**src/rtl/axis_header_insert_pkg.sv**
```systemverilog
// Shared state encoding and byte-enable helpers for the header inserter.
// Helpers work on a fixed maximum lane count so any stream width up to MAX_BYTES can use them.
package axis_header_insert_pkg;

  localparam int MAX_BYTES = 64;
  localparam int CNT_W     = 8;

  typedef logic [CNT_W-1:0] cnt_t;

  typedef enum logic [1:0] {
    IDLE   = 2'd0,
    STREAM = 2'd1,
    TAIL   = 2'd2
  } state_t;

  // Number of set enables (keep patterns are contiguous, so this is the byte count).
  function automatic cnt_t keep_to_count(input logic [MAX_BYTES-1:0] keep);
    cnt_t c;
    c = '0;
    for (int i = 0; i < MAX_BYTES; i++) begin
      if (keep[i]) c = c + cnt_t'(1);
    end
    return c;
  endfunction

  // 'cnt' ones packed against the MSB of an n-lane keep field.
  function automatic logic [MAX_BYTES-1:0] count_to_keep(input cnt_t cnt, input int n);
    logic [MAX_BYTES-1:0] k;
    k = '0;
    for (int i = 0; i < MAX_BYTES; i++) begin
      if ((i < n) && (i >= n - int'(cnt))) k[i] = 1'b1;
    end
    return k;
  endfunction

endpackage

```
**src/rtl/axis_header_insert.sv**
```systemverilog
// Prepends a 1..N byte header to an AXI-stream packet and repacks into full beats; payload passes
// combinationally (0 cycles), a leftover residue costs one extra TAIL beat; stalls follow ready_in directly.
module axis_header_insert
  import axis_header_insert_pkg::*;
#(
  parameter int DATA_WIDTH      = 32,
  parameter int DATA_BYTE_WIDTH = DATA_WIDTH / 8
) (
  input  logic                       clk,
  input  logic                       rst,
  input  logic                       valid_in,
  input  logic [DATA_WIDTH-1:0]      data_in,
  input  logic [DATA_BYTE_WIDTH-1:0] keep_in,
  input  logic                       last_in,
  output logic                       ready_out,
  input  logic                       valid_insert,
  input  logic [DATA_WIDTH-1:0]      data_insert,
  input  logic [DATA_BYTE_WIDTH-1:0] keep_insert,
  output logic                       ready_insert,
  output logic                       valid_out,
  output logic [DATA_WIDTH-1:0]      data_out,
  output logic [DATA_BYTE_WIDTH-1:0] keep_out,
  output logic                       last_out,
  input  logic                       ready_in
);

  localparam int   W     = DATA_WIDTH;
  localparam int   N     = DATA_BYTE_WIDTH;
  localparam cnt_t N_CNT = cnt_t'(N);

  state_t       state;
  logic [W-1:0] r;
  cnt_t         hdr_cnt;
  cnt_t         res_cnt;

  logic [W-1:0]   din_m;
  logic [W-1:0]   hdr_m;
  logic [W-1:0]   r_next;
  logic [W-1:0]   stream_dat;
  logic [W-1:0]   tail_dat;
  logic [2*W-1:0] cat_sh;
  cnt_t           h_in;
  cnt_t           d_cnt;
  cnt_t           sum;
  cnt_t           shift_b;
  logic           fits;

  // r holds residue bytes right-aligned; shifting {r, data} left by N-H bytes lines the residue up at the MSB.
  always_comb begin
    h_in    = keep_to_count(MAX_BYTES'(keep_insert));
    d_cnt   = keep_to_count(MAX_BYTES'(keep_in));
    sum     = hdr_cnt + d_cnt;
    fits    = (sum <= N_CNT);
    shift_b = N_CNT - hdr_cnt;
    din_m   = '0;
    hdr_m   = '0;
    r_next  = '0;
    for (int i = 0; i < N; i++) begin
      din_m[8*i +: 8]  = keep_in[i] ? data_in[8*i +: 8] : 8'h00;
      hdr_m[8*i +: 8]  = keep_insert[i] ? data_insert[8*i +: 8] : 8'h00;
      r_next[8*i +: 8] = (cnt_t'(i) < hdr_cnt) ? din_m[8*i +: 8] : 8'h00;
    end
    cat_sh     = {r, din_m} << {shift_b, 3'b000};
    stream_dat = cat_sh[2*W-1 -: W];
    tail_dat   = r << {shift_b, 3'b000};
  end

  always_comb begin
    valid_out    = 1'b0;
    ready_out    = 1'b0;
    ready_insert = 1'b0;
    data_out     = '0;
    keep_out     = '0;
    last_out     = 1'b0;
    case (state)
      IDLE: begin
        ready_insert = 1'b1;
      end
      STREAM: begin
        valid_out = valid_in;
        ready_out = ready_in;
        data_out  = stream_dat;
        keep_out  = '1;
        if (last_in && fits) begin
          keep_out = DATA_BYTE_WIDTH'(count_to_keep(sum, N));
          last_out = 1'b1;
        end
      end
      TAIL: begin
        valid_out = 1'b1;
        data_out  = tail_dat;
        keep_out  = DATA_BYTE_WIDTH'(count_to_keep(res_cnt, N));
        last_out  = 1'b1;
      end
      default: begin
        ready_insert = 1'b0;
      end
    endcase
  end

  always_ff @(posedge clk or posedge rst) begin
    if (rst) begin
      state   <= IDLE;
      r       <= '0;
      hdr_cnt <= '0;
      res_cnt <= '0;
    end else begin
      case (state)
        IDLE: begin
          if (valid_insert) begin
            r       <= hdr_m;
            hdr_cnt <= h_in;
            res_cnt <= h_in;
            state   <= STREAM;
          end
        end
        STREAM: begin
          if (valid_in && ready_in) begin
            r <= r_next;
            if (last_in) begin
              if (fits) begin
                res_cnt <= '0;
                state   <= IDLE;
              end else begin
                res_cnt <= sum - N_CNT;
                state   <= TAIL;
              end
            end
          end
        end
        TAIL: begin
          if (ready_in) begin
            res_cnt <= '0;
            state   <= IDLE;
          end
        end
        default: state <= IDLE;
      endcase
    end
  end

endmodule

```
**config.mk**
```make
export PLATFORM = sky130hd
export DESIGN_NAME = axis_header_insert
export DESIGN_NICKNAME = d
export VERILOG_FILES = /design/src/rtl/axis_header_insert_pkg.sv /design/src/rtl/axis_header_insert.sv
export SDC_FILE = /design/constraint.sdc
export NUM_CORES = 1
export LEC_CHECK = 0
export ABC_AREA = 1
export CORE_MARGIN = 5
export CORE_UTILIZATION = 48
export CTS_CLUSTER_SIZE = 24
export DETAILED_ROUTE_END_ITERATION = 10
export GPL_ROUTABILITY_DRIVEN = 1
export MAX_ROUTING_LAYER = met4
export PLACE_DENSITY = 0.76
export SLEW_MARGIN = 20
export SYNTH_ARGS = -nofsm -noshare
export SYNTH_HDL_FRONTEND = slang
export SYNTH_SLANG_ARGS = --single-unit
```
**constraint.sdc**
```tcl
create_clock -name clk -period 12 [get_ports clk]
set_input_delay 1.8 -clock clk [delete_from_list [all_inputs] [get_ports clk]]
set_output_delay 1.8 -clock clk [all_outputs]
set_load 0.005 [all_outputs]
```
==> results of run 1 <==
==> per-layer routing <==
metal  global-route usage [%]  share of wire, %  vias to the layer above
met3                     6.49                13                       28
met1                     46.3                46                     3086
met5                        -                 0                        -
met2                     39.9                40                      428
li1                         -                 -                     3342
met4                     4.66               1.2                        0
==> registers in the layout, summed over array words and instances (netlist names) <==
register,cells
state,2
hdr_cnt,4
r,32
res_cnt,7
==> worst max-delay path: stages <==
cell	delay (ps)
clkdlybuf4s50_1	800
inv_1	130
ha_1	340
xor2_1	170
ha_1	320
nand2_1	60
nand2_1	120
fa_1	470
xnor2_1	460
ha_1	240
a21o_1	170
ha_1	250
o21bai_1	160
nor2_2	240
nand3_1	130
inv_1	70
ha_1	230
inv_1	60
nand4_1	110
nand2_1	100
nand2_1	50
nand3_1	60
nand2_1	50
a21oi_1	130
clkdlybuf4s50_1	510
==> placed cells by master (no fill, tap or decap), drive strengths merged, types with 7 or more instances in the layout <==
cell and n:
a21oi 67, dfrtp 45, o31ai 27, nor2 68, nand2 281, nand3 88
o211ai 35, ha 30, buf 10, clkdlybuf4s50 117, o21ai 111, inv 80
xor2 7
==> per-stage QoR <==
stage / setup slack (ps) / instances
2_1_floorplan: 4460 / 951
3_3_place_gp: 2970 / 1156
3_5_place_dp: 2970 / 1156
4_1_cts: 2940 / 1164
5_1_grt: 2440 / 1164
6_report: 2960 / 1164
==> path summary, 6_finish.rpt <==
path / endpoint
worst max-delay path: keep_out[0]
worst min-delay path: r[30]
worst max register to register: res_cnt[0]
worst min register to register: r[30]
max in group asynchronous: hdr_cnt[0]
min in group asynchronous: state[0]
==> report_power, final <==
group / internal, mW / total, mW / switching (mW)
logic: 0.514 / 1.65 / 1.13
registers: 0.212 / 0.250 / 0.0382
clock network: 0.0988 / 0.161 / 0.0618
total: 0.824 / 2.06 / 1.23
==> cell type report <==
class                   instances  share of cell area [%]
inverters                      82                    4.45
flip-flops and latches         45                    16.2
well taps                     143                    2.57
multi-input cells             759                    56.5
clock buffers                   6                    1.85
repair buffers                127                    17.9
clock inverters                 2                   0.557
==> cells by family after synthesis <==
kind of cell / Yosys count / synth area share [%]
AO/OA/AOI/OAI: 263 / 27.6
XOR/XNOR: 9 / 1.40
flip-flops: 45 / 20.0
buffers and inverters: 147 / 10.3
adder cells (fa/ha/maj): 31 / 7.02
multiplexers: 5 / 0.978
other: 1 / 0.0666
AND/OR/NAND/NOR: 450 / 32.6
==> metrics.md, run 1 <==
| Metric | Value |
|---|---|
| Run status | `completed` |
| Unrepaired setup endpoints after global routing | `no` |
| WL/cell | `18.0 µm` |
| Cts hold-fix bufs | `0` |
| CTS root buf | `clkbuf_16` |
| Main synth FF type | `dfrtp_1` |
| Post-synth top cells | `nand2_1, nand3_1, o21ai_0` |
| Syn Area/Cell | `5.92 µm²` |
| Syn Inst Count | `951` |
| Hold_ws | `489 ps` |
| Max-cap violations | `0` |
| Measured slew at the worst slew-check pin | `989 ps` |
| Critical path class | `in2out` |
| Vias per Instance | `5.91` |
| Register area | `1130 µm²` |
| Cell Area, Synth | `5630 µm²` |
| Post-synthesis sequential area ratio | `20.0%` |
| Util after Layout | `60.8%` |
| CP Data Arrival Time | `7240 ps` |
| Global-route usage over all layers | `29.9%` |
| Hold Path Depth | `1` |
| Post CTS Setup Buffer Count | `0` |
| Nets | `1129` |
| Die width | `118 µm` |
| Synthesis-to-layout area growth | `23.8%` |
| Max transition margin | `33.8%` |
| Synthesis Warnings | `0` |
| Via count | `6884` |
| RR Startpoint | `hdr_cnt[0]` |
| CTS Buf Count | `5` |
| Vias in the first global route | `6223` |
| Period utilization | `75.3%` |
| VDD IR-drop max | `0.000174 V` |
| Initial antenna violation count | `0` |
| Global-route wire length before repair | `33500 µm` |
| Peak Freq | `0.111 GHz` |
| FILL cells | `1133` |
| Final Skew | `12.8 ps` |
| CTS tree | `done` |
| Antenna Nets Post-Route | `0` |
| Async SR Flop Fraction | `100%` |
| Power Density | `295 nW/µm²` |
| P_leak | `2.98 nW` |
| Finish-stage setup viols | `0` |
| Worst setup SP type | `input pin` |
| Max-slew violation count | `0` |
| Grt ovf | `0` |
| Clock slew at reported path FFs | `70 ps` |
| Post-synthesis cell type count | `43` |
| HP Start | `r[30]` |
| # diodes | `0` |
| Kind of end point of the critical path | `output pin` |
| Final Wtd Congestion | `0.961` |
| Top cell type's share of synthesized area | `20.0%` |
| Area occupied by multi-input gates | `3940 µm²` |
| Dominant cell type by area after synthesis | `dfrtp_1` |
| Beginning of the critical path | `keep_in[0]` |
| PostCTS Resize Cnt | `0` |
| Finished layout cell area | `6970 µm²` |
| Initial Utilization | `49.1%` |
| Area after DPL | `6800 µm²` |
| H-tree Lvls | `2` |
| Final hold viol count | `0` |
| Share of cells above drive strength 1 | `3.62%` |
| Starting DRC count in detailed routing | `971` |
| Core Region | `11500 µm²` |
| Reg2Reg Depth | `11` |
| Post-DP HPWL | `15600 µm` |
| Post-Syn Nets | `1060` |
| Clk_lat worst skew | `300 ps` |
| Dominant cells by area after synthesis | `dfrtp_1, nand2_1, nand3_1, o21ai_0, ha_1` |
| DR pass1 iterations | `6` |
| Pin count of the biggest net entering global routing | `74` |
| CP Data Required Time | `10200 ps` |
| Die Ht | `118 µm` |
| Port Buf Inserts | `117` |
| Fin Setup TNS | `0 ps` |
| CP max FO | `12` |
| I/O Pins | `118` |
| HP Class | `reg2reg` |
| Clk sink count | `45` |
| Final min period | `9040 ps` |
| Post-synth EDFFs | `0` |
| Power after layout | `2.06 mW` |
| Die ar. | `14000 µm²` |
| CTS Buffer Depth | `2` |
| WL final | `20900 µm` |
| DRC viols | `0` |
| R2R Setup Slk | `8860 ps` |
| Most frequent cell after synthesis | `nand2_1` |
| Row count | `39` |
| Yosys reg bits | `45` |
(Power assumes the default switching activity.)
==> run 2, diff against run 1 <==
==> constraint.sdc (replaced) <==
create_clock -name clk -period 9.3 [get_ports clk]
set_input_delay 1.395 -clock clk [delete_from_list [all_inputs] [get_ports clk]]
set_output_delay 1.395 -clock clk [all_outputs]
set_load 0.005 [all_outputs]
==> metrics.md, run 2 (same netlist as run 1, synthesis figures left out) <==
| Metric | Value |
|---|---|
| Met3 track utilization from global routing | `7.64%` |
| Buffers & Inverters on Critical Path | `5` |
| Clock slew at reported path FFs | `70 ps` |
| Finish-stage setup viols | `0` |
| Initial Utilization | `49.1%` |
| CTS Buf Count | `5` |
| Global-route wire length before repair | `32700 µm` |
| Worst Hold Endpoint | `r[26]` |
| DR pass1 iterations | `5` |
| Initial antenna violation count | `0` |
| # diodes | `0` |
| P_leak | `2.96 nW` |
| Biggest register | `r` |
| WL/cell | `17.8 µm` |
| Reg2Reg Depth | `11` |
| CTS Buffer Depth | `2` |
| Vias per Instance | `5.90` |
| Starting DRC count in detailed routing | `861` |
| RR Startpoint | `hdr_cnt[0]` |
| Vias in the first global route | `6051` |
| Kind of end point of the critical path | `output pin` |
| Final min period | `8240 ps` |
| Hold Path Depth | `1` |
| Critical path class | `in2out` |
| Max reg flops | `32` |
| Max-slew violation count | `0` |
| Grt ovf | `0` |
| Run status | `completed` |
| Fin cells | `1165` |
| Nets | `1130` |
| Capturing point of the worst reg2reg path | `res_cnt[0]` |
| CP Data Arrival Time | `6850 ps` |
| Slowest-stage cell, CP | `clkdlybuf4s50_1` |
| Period utilization | `88.6%` |
| Share of cells above drive strength 1 | `3.72%` |
| Gr busiest metal | `met1` |
| Via count | `6877` |
| R2R Setup Slk | `6100 ps` |
| Area occupied by multi-input gates | `3940 µm²` |
| Die ar. | `14000 µm²` |
| Global-route usage over all layers | `29.5%` |
| Unrepaired setup endpoints after global routing | `no` |
| I/O Pins | `118` |
| Largest registers | `r (32), res_cnt (7), hdr_cnt (4)` |
| Register area | `1130 µm²` |
| Util after Layout | `60.6%` |
| Commonest non-fill, non-tap cell in the layout | `nand2_1` |
| Most frequent cells in the layout | `nand2_1, clkdlybuf4s50_1, nand3_1` |
| Post-DP HPWL | `15600 µm` |
| Synthesis-to-layout area growth | `23.5%` |
| Peak Freq | `0.121 GHz` |
| Measured slew at the worst slew-check pin | `968 ps` |
| Max transition margin | `35.2%` |
| Final Wtd Congestion | `0.963` |
| Placement Setup Slack | `1040 ps` |
| Pin count of the biggest net entering global routing | `74` |
| PostCTS Resize Cnt | `0` |
| Final hold viol count | `0` |
| Antenna Nets Post-Route | `0` |
| Crit-path max cell delay | `790 ps` |
| VDD IR-drop max | `0.000233 V` |
| Beginning of the critical path | `keep_in[0]` |
| Die width | `118 µm` |
| WL final | `20800 µm` |
| Max-cap violations | `0` |
| Placed Cells | `1157` |
| Die Ht | `118 µm` |
| Worst setup SP type | `input pin` |
| HP Class | `reg2reg` |
| CTS tree | `done` |
| Post CTS Setup Buffer Count | `0` |
| Power Density | `378 nW/µm²` |
| DRC viols | `0` |
| Clk_lat worst skew | `300 ps` |
| FILL cells | `1172` |
| Fin worst setup slack | `1060 ps` |
| H-tree Lvls | `2` |
| CP Data Required Time | `7910 ps` |
| Final Skew | `10.8 ps` |
| Fin Setup TNS | `0 ps` |
| Row count | `39` |
| CTS root buf | `clkbuf_16` |
| Cts hold-fix bufs | `0` |
| Met2 GRT Util | `40.5%` |
| Global routing usage on met1 | `44.0%` |
| Clk sink count | `45` |
| CP max FO | `12` |
| Crit path max-delay family | `adder cells` |
| HP Start | `r[26]` |
| Port Buf Inserts | `117` |
| Core Region | `11500 µm²` |
run 2: worst max-delay path by stage:
| stage | endpoint | slack, ps | depth (start not counted) |
|---|---|---|---|
| finish | keep_out[0] | 1060 | 25 |
| global route | keep_out[0] | 660 | 25 |
| CTS | keep_out[0] | 1040 | 25 |
| detailed placement | keep_out[0] | 1040 | 25 |
| global placement | keep_out[0] | 1100 | 25 |
| floorplan | keep_out[0] | 2570 | 28 |
run 2: report_power, final:
part | leakage [nW] | internal (mW) | switching, mW
clock | 0.0631 | 0.100 | 0.0838
combinational | 2.32 | 0.663 | 1.46
sequential | 0.581 | 0.273 | 0.0471
total | 2.96 | 1.04 | 1.59
run 2: per-layer routing:
layer	vias up	routed length, µm	share of wire (%)
met2	429	8340	40
met1	3088	9640	46
met4	0	206	0.99
met5	-	0	0
li1	3342	-	-
met3	18	2570	12
run 2: layout make-up:
cell class | instances | area share, %
clock buffers | 6 | 1.85
clock inverters | 2 | 0.216
inverters | 82 | 4.46
multi-input cells | 759 | 56.6
flip-flops and latches | 45 | 16.2
well taps | 143 | 2.57
repair buffers | 128 | 18.0
run 2: per-stage QoR:
stage	total power, mW	hold slack, ps	instance area (µm²)
after CTS	2.56	492	6950
after detailed placement	2.38	476	6810
final	2.63	490	6950
after floorplan	1.79	453	5630
after global placement	2.37	468	6810
after global routing	2.86	512	6950
